**src/rtl/combo_sequencer.sv**
```systemverilog
// Combination-entry sequencer: turns dial direction reversals into entered
// numbers, checks them against CODE0/1/2, and manages open time and lockout.
module combo_sequencer #(
  parameter logic [4:0]  CODE0          = 5'd12,
  parameter logic [4:0]  CODE1          = 5'd7,
  parameter logic [4:0]  CODE2          = 5'd25,
  parameter int unsigned OPEN_CYCLES    = 64,
  parameter int unsigned MAX_FAIL       = 3,
  parameter int unsigned LOCKOUT_CYCLES = 256
) (
  input  logic       clock,
  input  logic       n_reset,
  input  logic [4:0] vault_code,
  input  logic       direction,
  input  logic       lock,
  output logic       unlocked,
  output logic       lockout,
  output logic [1:0] stage,
  output logic [2:0] fail_count
);

  localparam logic [15:0] OPEN_LAST = 16'(OPEN_CYCLES - 1);
  localparam logic [15:0] LOCK_LAST = 16'(LOCKOUT_CYCLES - 1);
  localparam logic [2:0]  FAIL_MAX  = 3'(MAX_FAIL);
  localparam logic [2:0]  FAIL_LAST = 3'(MAX_FAIL - 1);

  typedef enum logic [2:0] {
    ST_IDLE    = 3'd0,
    ST_GOT1    = 3'd1,
    ST_GOT2    = 3'd2,
    ST_OPEN    = 3'd3,
    ST_LOCKOUT = 3'd4
  } state_t;

  state_t      state_q, state_d;
  logic [4:0]  code1_q, code2_q;
  logic        dir_q;
  logic [1:0]  prime_q, prime_d;
  logic [15:0] timer_q, timer_d;
  logic [2:0]  fail_q, fail_d;
  logic        unlocked_q, unlocked_d;
  logic        lockout_q, lockout_d;
  logic [1:0]  stage_q, stage_d;

  logic        rev_s, rev_ccw_s, rev_cw_s;
  state_t      fail_state_s;
  logic [2:0]  fail_next_s;

  // Reversal detection; the prime counter masks the first two edges after reset.
  always_comb begin
    rev_s     = (direction != dir_q) && (prime_q == 2'd2);
    rev_ccw_s = rev_s && (direction == 1'b0);
    rev_cw_s  = rev_s && (direction == 1'b1);
    if (prime_q == 2'd2) begin
      prime_d = prime_q;
    end else begin
      prime_d = prime_q + 2'd1;
    end
  end

  // Outcome of a wrong entry: either the next failure count or lockout.
  always_comb begin
    if (fail_q == FAIL_LAST) begin
      fail_state_s = ST_LOCKOUT;
      fail_next_s  = FAIL_MAX;
    end else begin
      fail_state_s = ST_IDLE;
      fail_next_s  = fail_q + 3'd1;
    end
  end

  // Next-state logic; the timer only runs in OPEN and LOCKOUT.
  always_comb begin
    state_d = state_q;
    timer_d = 16'd0;
    fail_d  = fail_q;
    case (state_q)
      ST_IDLE: begin
        if (rev_ccw_s && (code2_q == CODE0)) begin
          state_d = ST_GOT1;
        end else begin
          state_d = ST_IDLE;
        end
      end
      ST_GOT1: begin
        if (rev_cw_s && (code2_q == CODE1)) begin
          state_d = ST_GOT2;
        end else if (rev_s) begin
          state_d = fail_state_s;
          fail_d  = fail_next_s;
        end else begin
          state_d = ST_GOT1;
        end
      end
      ST_GOT2: begin
        if (rev_ccw_s && (code2_q == CODE2)) begin
          state_d = ST_OPEN;
          fail_d  = 3'd0;
        end else if (rev_s) begin
          state_d = fail_state_s;
          fail_d  = fail_next_s;
        end else begin
          state_d = ST_GOT2;
        end
      end
      ST_OPEN: begin
        if (lock || (timer_q == OPEN_LAST)) begin
          state_d = ST_IDLE;
        end else begin
          state_d = ST_OPEN;
          timer_d = timer_q + 16'd1;
        end
      end
      ST_LOCKOUT: begin
        if (timer_q == LOCK_LAST) begin
          state_d = ST_IDLE;
          fail_d  = 3'd0;
        end else begin
          state_d = ST_LOCKOUT;
          timer_d = timer_q + 16'd1;
        end
      end
      default: begin
        state_d = ST_IDLE;
        fail_d  = 3'd0;
      end
    endcase
  end

  // Output decode from the next state so the outputs register alongside it.
  always_comb begin
    unlocked_d = (state_d == ST_OPEN);
    lockout_d  = (state_d == ST_LOCKOUT);
    case (state_d)
      ST_GOT1: stage_d = 2'd1;
      ST_GOT2: stage_d = 2'd2;
      ST_OPEN: stage_d = 2'd3;
      default: stage_d = 2'd0;
    endcase
  end

  // State, history and output registers with synchronous active-low reset.
  always_ff @(posedge clock) begin
    if (!n_reset) begin
      state_q    <= ST_IDLE;
      code1_q    <= 5'd0;
      code2_q    <= 5'd0;
      dir_q      <= 1'b1;
      prime_q    <= 2'd0;
      timer_q    <= 16'd0;
      fail_q     <= 3'd0;
      unlocked_q <= 1'b0;
      lockout_q  <= 1'b0;
      stage_q    <= 2'd0;
    end else begin
      state_q    <= state_d;
      code1_q    <= vault_code;
      code2_q    <= code1_q;
      dir_q      <= direction;
      prime_q    <= prime_d;
      timer_q    <= timer_d;
      fail_q     <= fail_d;
      unlocked_q <= unlocked_d;
      lockout_q  <= lockout_d;
      stage_q    <= stage_d;
    end
  end

  assign unlocked   = unlocked_q;
  assign lockout    = lockout_q;
  assign stage      = stage_q;
  assign fail_count = fail_q;

  combo_sequencer_chk #(
    .MAX_FAIL(MAX_FAIL)
  ) u_chk (
    .clock      (clock),
    .n_reset    (n_reset),
    .unlocked   (unlocked_q),
    .lockout    (lockout_q),
    .stage      (stage_q),
    .fail_count (fail_q)
  );

endmodule

// Output consistency properties for combo_sequencer.
module combo_sequencer_chk #(
  parameter int unsigned MAX_FAIL = 3
) (
  input logic       clock,
  input logic       n_reset,
  input logic       unlocked,
  input logic       lockout,
  input logic [1:0] stage,
  input logic [2:0] fail_count
);

  a_open_lock_excl: assert property (@(posedge clock) disable iff (!n_reset)
    !(unlocked && lockout));

  a_stage_open: assert property (@(posedge clock) disable iff (!n_reset)
    unlocked == (stage == 2'd3));

  a_fail_range: assert property (@(posedge clock) disable iff (!n_reset)
    fail_count <= 3'(MAX_FAIL));

endmodule

```
**config.mk**
```make
export PLATFORM = sky130hd
export DESIGN_NAME = combo_sequencer
export DESIGN_NICKNAME = d
export VERILOG_FILES = /design/src/rtl/combo_sequencer.sv
export SDC_FILE = /design/constraint.sdc
export NUM_CORES = 1
export LEC_CHECK = 0
export BUFFER_PORTS_ARGS = -buffer_cell sky130_fd_sc_hd__buf_2
export CAP_MARGIN = 20
export CORE_AREA = 2 2 59 61
export CTS_BUF_LIST = sky130_fd_sc_hd__clkbuf_8
export CTS_CLUSTER_DIAMETER = 150
export DETAILED_ROUTE_END_ITERATION = 7
export DIE_AREA = 0 0 61 63
export PLACE_DENSITY = 0.76
export SLEW_MARGIN = 20
export SYNTH_ARGS = -nofsm -noshare
export SYNTH_HDL_FRONTEND = slang
export SYNTH_SLANG_ARGS = --single-unit
```
**constraint.sdc**
```tcl
create_clock -name clock -period 1.7 [get_ports clock]
set_clock_uncertainty 0.05 [all_clocks]
set_input_delay 0.085 -clock clock [delete_from_list [all_inputs] [get_ports clock]]
set_output_delay 0.085 -clock clock [all_outputs]
set_load 0.02 [all_outputs]
```
; ---- Word-level counts from Yosys, hierarchy flattened
; Cells that the tools add are included.
[classes]
add_sub_neg = 3
n_eq_ne = 18
n_mux = 19
bitwise = 2
reduce_logical = 10
[ops]
columns = operator, count
row1 = two-way mux 3 bit, 11
row2 = two-way mux 16 bit, 2
row3 = case mux 16 bit (2 select lines), 1
row4 = adder 16 x 1 -> 16 bit (second input constant), 1
row5 = == test 16 x 6 -> 1 bit (second input constant), 1
row6 = == test 16 x 8 -> 1 bit (second input constant), 1
row7 = == test 3 x 2 -> 1 bit (second input constant), 5
row8 = case mux 3 bit (5 select lines), 1
row9 = case mux 3 bit (4 select lines), 1
row10 = == test 3 x 1 -> 1 bit (second input constant), 2
row11 = == test 3 bit (second input constant), 2
row12 = logical AND 1 bit, 6
row13 = case mux 2 bit (3 select lines), 1
row14 = == test 5 x 3 -> 1 bit (second input constant), 1
row15 = == test 5 x 4 -> 1 bit (second input constant), 1
row16 = == test 5 bit (second input constant), 1
row17 = != test 2 bit (second input constant), 2
row18 = adder 3 x 1 -> 3 bit (second input constant), 1
row19 = logical NOT 3 bit, 1
row20 = AND reduction 3 bit, 1
row21 = adder 2 x 1 -> 2 bit (second input constant), 1
row22 = == test 2 bit (second input constant), 1
row23 = two-way mux 2 bit, 1
row24 = NOT 1 bit, 2
row25 = 4 further kinds, 4
[word_totals]
ff_bits = 39
input_bits = 9

; ---- Depth between registers and ports, before layout
; Gate-level depths: netlist (run 1).
[logic_depth]
ltp_word = 8
depth_mapped = 8

; ---- Worst setup path before layout (run 1)
; No wires, ideal clock.
[synth_path]
path_type = register to register
start = register timer_q[2]
end = register timer_q[15]
setup_ps = 115
arrival_ps = 1510
required_ps = 1535
path_slack_ps = 25
stages_incl_launch_ff = 7
path_buffers = 1
cell_sequence = dfxtp_1 -> and4_1 -> nand2_1 -> o41a_1 -> o21ai_4 -> buf_6 -> nor2_1
[synth_via]
elab_chain_len = 4
[synth_lines]
columns = item, line
row1 = from (decl), 39  ; logic [15:0] timer_q, timer_d;
row2 = from (signal assigned), 161  ; timer_q <= timer_d;
row3 = branches (longest 3 deep; another with adder 16 x 1 -> 16 bit), --
row4 = case mux 16 bit (2 select lines) *, 77  ; case (state_q)
; Every way passes the cells marked *.
; A chain may end at the register's enable or synchronous reset.

; ---- Worst setup path after layout (run 1)
[layout_path]
start = register timer_q[9]
end = register fail_q[0], in the netlist fail_count[0]
[layout_via]
elab_chain_len = 3
[layout_lines]
columns = item, line
row1 = == test 16 x 8 -> 1 bit, 115  ; if (timer_q == LOCK_LAST) begin
row2 = != test 2 bit (no source line), --
row3 = AND reduction 3 bit (no source line), --
row4 = to (signal assigned), 162  ; fail_q <= fail_d;
row5 = to (decl), 40  ; logic [2:0] fail_q, fail_d;
; No other way between the ends.

==> results_dict.tcl, run 1 <==
set metrics [dict create \
    die_area_um2 3843 \
    gp_congestion 0.8561 \
    yosysTopAreaCell "dfxtp_1" \
    die_h_um 63 \
    async_reset_ff_share_pct 0 \
    grt.total_usage_pct 19.33 \
    final_hold_viol_count 0 \
    syn_inst 178 \
    cts_buffers 5 \
    synth_common_cells "dfxtp_1, nor2_1, xor2_1" \
    hold_slack_ns 0.05785 \
    start_util_pct 50.79 \
    ys.flop_type "dfxtp_1" \
    coreArea_um2 3232 \
    wl_um 3232 \
    hpwl_um 2143 \
    cellLeakagePower_nw 0.8498 \
    synth_fp_nets 191 \
    io_pins 16 \
    critPathKind "flop to flop" \
    dp.cells 252 \
    synthToLayoutAreaGrowth_pct 30.41 \
    critPathCaptureType "flop" \
    drc_errors 0 \
    avgSynthCellArea_um2 9.222 \
    setup_violations 0 \
    wire_per_inst_um 12.06 \
    layout-drive-gt1-share_pct 27.48 \
    yosysSeqAreaShare_pct 47.56 \
    power_density_nw_per_um2 892.1 \
    p_sw_mw 0.4414 \
    fmax_ghz 0.5951 \
    yosysTopAreaCellShare_pct 47.56 \
    dr_total_vias 1379 \
    clock_path_buffers 2 \
    fin_nets 234 \
    crit_arrival_ns 1.82 \
    multi_input_area_um2 864.6 \
    layout_min_cycle_time_ns 1.680 \
    max_cap_violations 0 \
    num-fill-cells 251 \
    peakVddDrop_mv 0.6078 \
    internal-power_mw 1.468 \
    cts_root_buf "clkbuf_8" \
    insertion_delay_ns 0.29 \
    htreeDepth 2 \
    max_slew_margin_pct 77.10 \
    seqPwrFrac_pct 50.6 \
    drtAntennaViolNets 0 \
    clk_pin_slew_worst_paths_ns 0.08 \
    status "finished, final reports clean" \
    tightestPinTransition_ns 0.3428 \
    rows 21 \
    syn_area_um2 1642 \
    port_buffers 15 \
    synth_edf_count 0 \
    finalCritPeriodShare_pct 98.85 \
    first_pass_iters 4 \
    fin_cells 268 \
    fp.dieW_um 61 \
    hp-class "input pin to flop" \
    pwr-share-clk_pct 40.7 \
    pwr-share-comb_pct 8.6 \
    n_antenna_cell 0 \
    grt_antenna_before_repair 0 \
    synth_warnings 0 \
    start_kind "flop" \
    synth.most_common_cell "dfxtp_1" \
    finalPower_mw 1.910 \
    critPathRequiredTime_ns 1.84 \
    p_sw_share_pct 23.12 \
    register_area_um2 789.5 \
    viasPerCell 5.146 \
    grt_start_max_net_pins 17 \
    grt_pass1_vias 1344 \
    cts_sinks 39 \
    ys_types 36 \
    ys_seq_elements 39 \
    tritoncts "built" \
    yosys-top-cells-area "dfxtp_1, nor2_1, xor2_1, and2_1, ha_1" \
    grt-ovfl-total 0 \
    grt_setup_unrepaired "yes" \
    slew_viol_final 0 \
    drt_iter0_markers 78 \
    setup_tns_ns 0 \
    critPathMaxFanout 5 \
    grt_pass1_wl_um 5595 \
]
[logic make-up (layout without fill, tap and decap cells)]
| family | after synthesis | count (layout) | share of synthesized area, % |
|---|---|---|---|
| and+or+nand+nor | 85 | 85 | 27.52 |
| DFF | 39 | 39 | 47.56 |
| AOI/OAI and AO/OA | 23 | 23 | 9.909 |
| xor gates and xnor gates | 16 | 16 | 8.536 |
| buffers and inverters | 10 | 54 | 2.744 |
| adders and majority gates | 4 | 4 | 3.049 |
| muxes | 1 | 1 | 0.6859 |
[layout make-up]
cell class,count,area share (%)
Timing Repair Buffer,40,13.56
Tap cell,46,2.688
Inverter,6,1.052
Clock inverter,3,2.221
Clock buffer,5,3.214
Multi-Input combinational cell,129,40.39
Sequential cell,39,36.88
[state kept, by name (all words and copies together), names as in the netlist]
signal and cells:
unlocked 1, code1_q 5, state_q 3, stage 2
code2_q 5, fail_count 3, prime_q 2, lockout 1
dir_q 1, timer_q 16
[layer usage]
layer | wire, µm | vias up | share of wire (%) | global-route usage, %
met4 | 104 | 0 | 3.2 | 8.152
met1 | 1405 | 622 | 43 | 23.65
li1 | - | 703 | - | -
met5 | 0 | - | 0 | 0
met2 | 1588 | 43 | 49 | 29.97
met3 | 134 | 11 | 4.1 | 7.039
[metrics by stage]
stage | setup slack [ns] | area, µm² | util [%]
global route | -0.07611 | 2141 | 66.24
finish | 0.01962 | 2141 | 66.24
floorplan | 0.02520 | 1642 | -
global placement | -0.008651 | 1892 | 58.54
CTS | 0.004749 | 2079 | 64.34
detailed placement | -0.06105 | 1892 | 58.54
[power by group through the flow]
stage | Combinational (mW) | Sequential [mW] | Clock, mW
after CTS | 0.166 | 0.967 | 0.794
after floorplan | 0.105 | 0.984 | 0
after global placement | 0.140 | 0.986 | 0
final | 0.165 | 0.967 | 0.778
after global routing | 0.190 | 0.971 | 0.842
after detailed placement | 0.154 | 0.989 | 0
[worst max-delay path, stage by stage (launching register included)]
cell	delay [ns]
dfxtp_2	0.33
nor4_2	0.26
buf_4	0.15
nand4bb_1	0.14
a32o_2	0.34
buf_4	0.15
a21oi_2	0.11
nor3_2	0.05
[timing repair]
action / CTS / global route
pin swaps: 1 / 7
setup buffers: 0 / 2
gates resized for setup: 3 / 16
hold buffers: 6 / 0
hold endpoints to repair: 6 / 0
endpoints found under the setup margin: 2 / 26
[cell usage in the layout, fill, tap and decap left out, types with 2 or more instances in the layout]
cell type and count:
xor2_1 11, buf_4 18, inv_1 6, nand4b_1 3
dlygate4sd3_1 6, dfxtp_1 32, buf_2 15, a21oi_1 8
nor2_1 30, xnor2_1 5, ha_1 3, nand2_1 9
and3_1 5, a21oi_2 2, nand4bb_1 3, nand3_1 9
clkbuf_8 5, nand4_1 3, dfxtp_2 7, nor3b_1 2
nor4_2 2, o21ai_0 2, and2_1 10
[worst paths after layout]
| path | cells after the start | start | slack, ns | endpoint |
|---|---|---|---|---|
| min | 2 | n_reset | 0.06 | dir_q$_SDFF_PN1_ |
| max | 7 | timer_q[9]$_SDFF_PN0_ | 0.02 | fail_count[0]$_SDFFE_PN0P_ |
| min reg2reg | 1 | code1_q[3]$_SDFF_PN0_ | 0.39 | code2_q[3]$_SDFF_PN0_ |
| max reg2reg | 7 | timer_q[9]$_SDFF_PN0_ | 0.02 | fail_count[0]$_SDFFE_PN0P_ |
Power figures use the tool's default switching activity.
==> run 2, diff against run 1 <==
--- a/config.mk
+++ b/config.mk
@@ -7,12 +7,12 @@
 export LEC_CHECK = 0
 export BUFFER_PORTS_ARGS = -buffer_cell sky130_fd_sc_hd__buf_2
 export CAP_MARGIN = 20
-export CORE_AREA = 2 2 59 61
+export CORE_AREA = 2 2 56 58
 export CTS_BUF_LIST = sky130_fd_sc_hd__clkbuf_8
 export CTS_CLUSTER_DIAMETER = 150
 export DETAILED_ROUTE_END_ITERATION = 7
-export DIE_AREA = 0 0 61 63
-export PLACE_DENSITY = 0.76
+export DIE_AREA = 0 0 58 60
+export PLACE_DENSITY = 0.8
 export SLEW_MARGIN = 20
 export SYNTH_ARGS = -nofsm -noshare
 export SYNTH_HDL_FRONTEND = slang
==> constraint.sdc (replaced) <==
create_clock -name clock -period 1.8 [get_ports clock]
set_clock_uncertainty 0.05 [all_clocks]
set_input_delay 0.09 -clock clock [delete_from_list [all_inputs] [get_ports clock]]
set_output_delay 0.09 -clock clock [all_outputs]
set_load 0.02 [all_outputs]
==> results_dict.tcl, run 2 (synthesis gave the netlist of run 1 again) <==
set metrics [dict create \
    status "finished, final reports clean" \
    dp.cells 234 \
    largest_register_ffs 16 \
    cellLeakagePower_nw 0.8120 \
    tritoncts "built" \
    die_area_um2 3480 \
    critPathLaunch "timer_q[3]$_SDFF_PN0_" \
    clock_path_buffers 2 \
    grt_pass1_vias 1330 \
    min-delay-start "n_reset" \
    critical_path.cell_chain "and4_1 -> nand2_1 -> o41a_1 -> o21ai_4 -> buf_12 -> nor2_1" \
    n_antenna_cell 0 \
    cts_root_buf "clkbuf_8" \
    layout-drive-gt1-share_pct 20.00 \
    drtAntennaViolNets 0 \
    post-place-ws_ns 0.02859 \
    cpPeakStageDelay_ns 0.44 \
    critPathMaxFanout 16 \
    rrSetupSlack_ns 0.07 \
    critPathKind "flop to flop" \
    drt_iter0_markers 82 \
    mostFrequentLayoutCells "dfxtp_1, nor2_1, buf_2" \
    first_pass_iters 4 \
    fin_cells 248 \
    fp.dieW_um 58 \
    slew_viol_final 0 \
    layout_setup_ws_ns 0.07267 \
    grt-ovfl-total 0 \
    max_cap_violations 0 \
    final_hold_viol_count 0 \
    setup_violations 0 \
    gp_congestion 0.7872 \
    top_register "timer_q" \
    reg_top3 "timer_q x16, code1_q x5, code2_q x5" \
    coreArea_um2 2903 \
    die_h_um 60 \
    critPathRequiredTime_ns 1.94 \
    tightestPinTransition_ns 0.3687 \
    viasPerCell 5.601 \
    insertion_delay_ns 0.30 \
    path_depth 6 \
    cts_buffers 5 \
    start_util_pct 56.55 \
    crit_family "compound AO/OA/AOI/OAI gates" \
    grt_start_max_net_pins 17 \
    port_buffers 15 \
    wl_um 3474 \
    io_pins 16 \
    max_slew_margin_pct 75.07 \
    clk_pin_slew_worst_paths_ns 0.07 \
    dr_total_vias 1389 \
    grt_antenna_before_repair 0 \
    grt.total_usage_pct 22.56 \
    synthToLayoutAreaGrowth_pct 24.24 \
    reg2reg_from "timer_q[3]$_SDFF_PN0_" \
    whs_endpoint "dir_q$_SDFF_PN1_" \
    reg2regPathDepth 6 \
    htreeDepth 2 \
    rows 20 \
    dpl_cell_area_um2 1838 \
    grt_setup_unrepaired "yes" \
    fin_area_um2 2039 \
    fin_nets 227 \
    hpwl_um 2397 \
    hold_slack_ns 0.06205 \
    crit_arrival_ns 1.87 \
    grt_pass1_wl_um 5706 \
    crit_path_top_delay_cell "o41a_1" \
    power_density_nw_per_um2 897.2 \
    rr_endpoint "timer_q[9]$_SDFF_PN0_" \
    path_buf_inv 1 \
    start_kind "flop" \
    fmax_ghz 0.5789 \
    critPathCaptureType "flop" \
    min_path_cells 2 \
    layout_min_cycle_time_ns 1.727 \
    wire_per_inst_um 14.01 \
    cts_setup_buffers 0 \
    peakVddDrop_mv 1.367 \
    hp-class "input pin to flop" \
    drc_errors 0 \
    finalCritPeriodShare_pct 95.96 \
    final_common_cell "dfxtp_1" \
    cts_sinks 39 \
]
## run 2: how the worst max path moves through the flow
stage                                  to  slack [ns]
3_3_place_gp   fail_count[1]$_SDFFE_PN0P_        0.10
3_5_place_dp   fail_count[1]$_SDFFE_PN0P_        0.03
4_1_cts        fail_count[1]$_SDFFE_PN0P_        0.02
6_report            timer_q[9]$_SDFF_PN0_        0.07
2_1_floorplan      timer_q[15]$_SDFF_PN0_        0.13
5_1_grt        fail_count[1]$_SDFFE_PN0P_       -0.01
## run 2: final cells by class
cell class                      count  area, µm²
Clock inverter                      2      35.03
Sequential cell                    39      780.7
Inverter                            6      22.52
Timing Repair Buffer               33      237.7
Fill cell                         229      863.3
Clock buffer                        6      82.58
Tap cell                           33      41.29
Multi-Input combinational cell    129      839.6
## run 2: stage by stage
step	util [%]	TNS [ns]	power, mW
final	70.26	0	1.830
after global routing	70.26	-0.06962	1.902
after CTS	69.66	0	1.830
after detailed placement	63.32	0	1.078
after global placement	63.32	0	1.065
after floorplan	-	0	1.029
## run 2: metal layers
| metal | share of wire, % | track usage, % | vias to the layer above |
|---|---|---|---|
| met5 | 0 | 0 | - |
| met4 | 3.1 | 12.62 | 0 |
| met3 | 4.7 | 6.710 | 10 |
| met2 | 51 | 40.10 | 31 |
| met1 | 41 | 23.82 | 657 |
| li1 | - | - | 691 |
## run 2: power by group
| part | internal (mW) | total (mW) | switching [mW] |
|---|---|---|---|
| clock | 0.448 | 0.754 | 0.306 |
| sequential | 0.897 | 0.916 | 0.0190 |
| combinational | 0.0727 | 0.160 | 0.0873 |
## run 2: repair_timing
item	CTS	global route
pin swaps	0	1
hold endpoints to repair	6	0
resized for setup	1	5
gates cloned	0	0
endpoints found under the setup margin	1	14
hold buffers	6	0
## run 2: worst reg2reg max path, delay by kind of cell, from the launching register on
family	cells	cell delay, ns
AND/OR/NAND/NOR	3	0.41
buffers and inverters	1	0.16
AO/OA/AOI/OAI	2	0.61
flip-flops	1	0.40
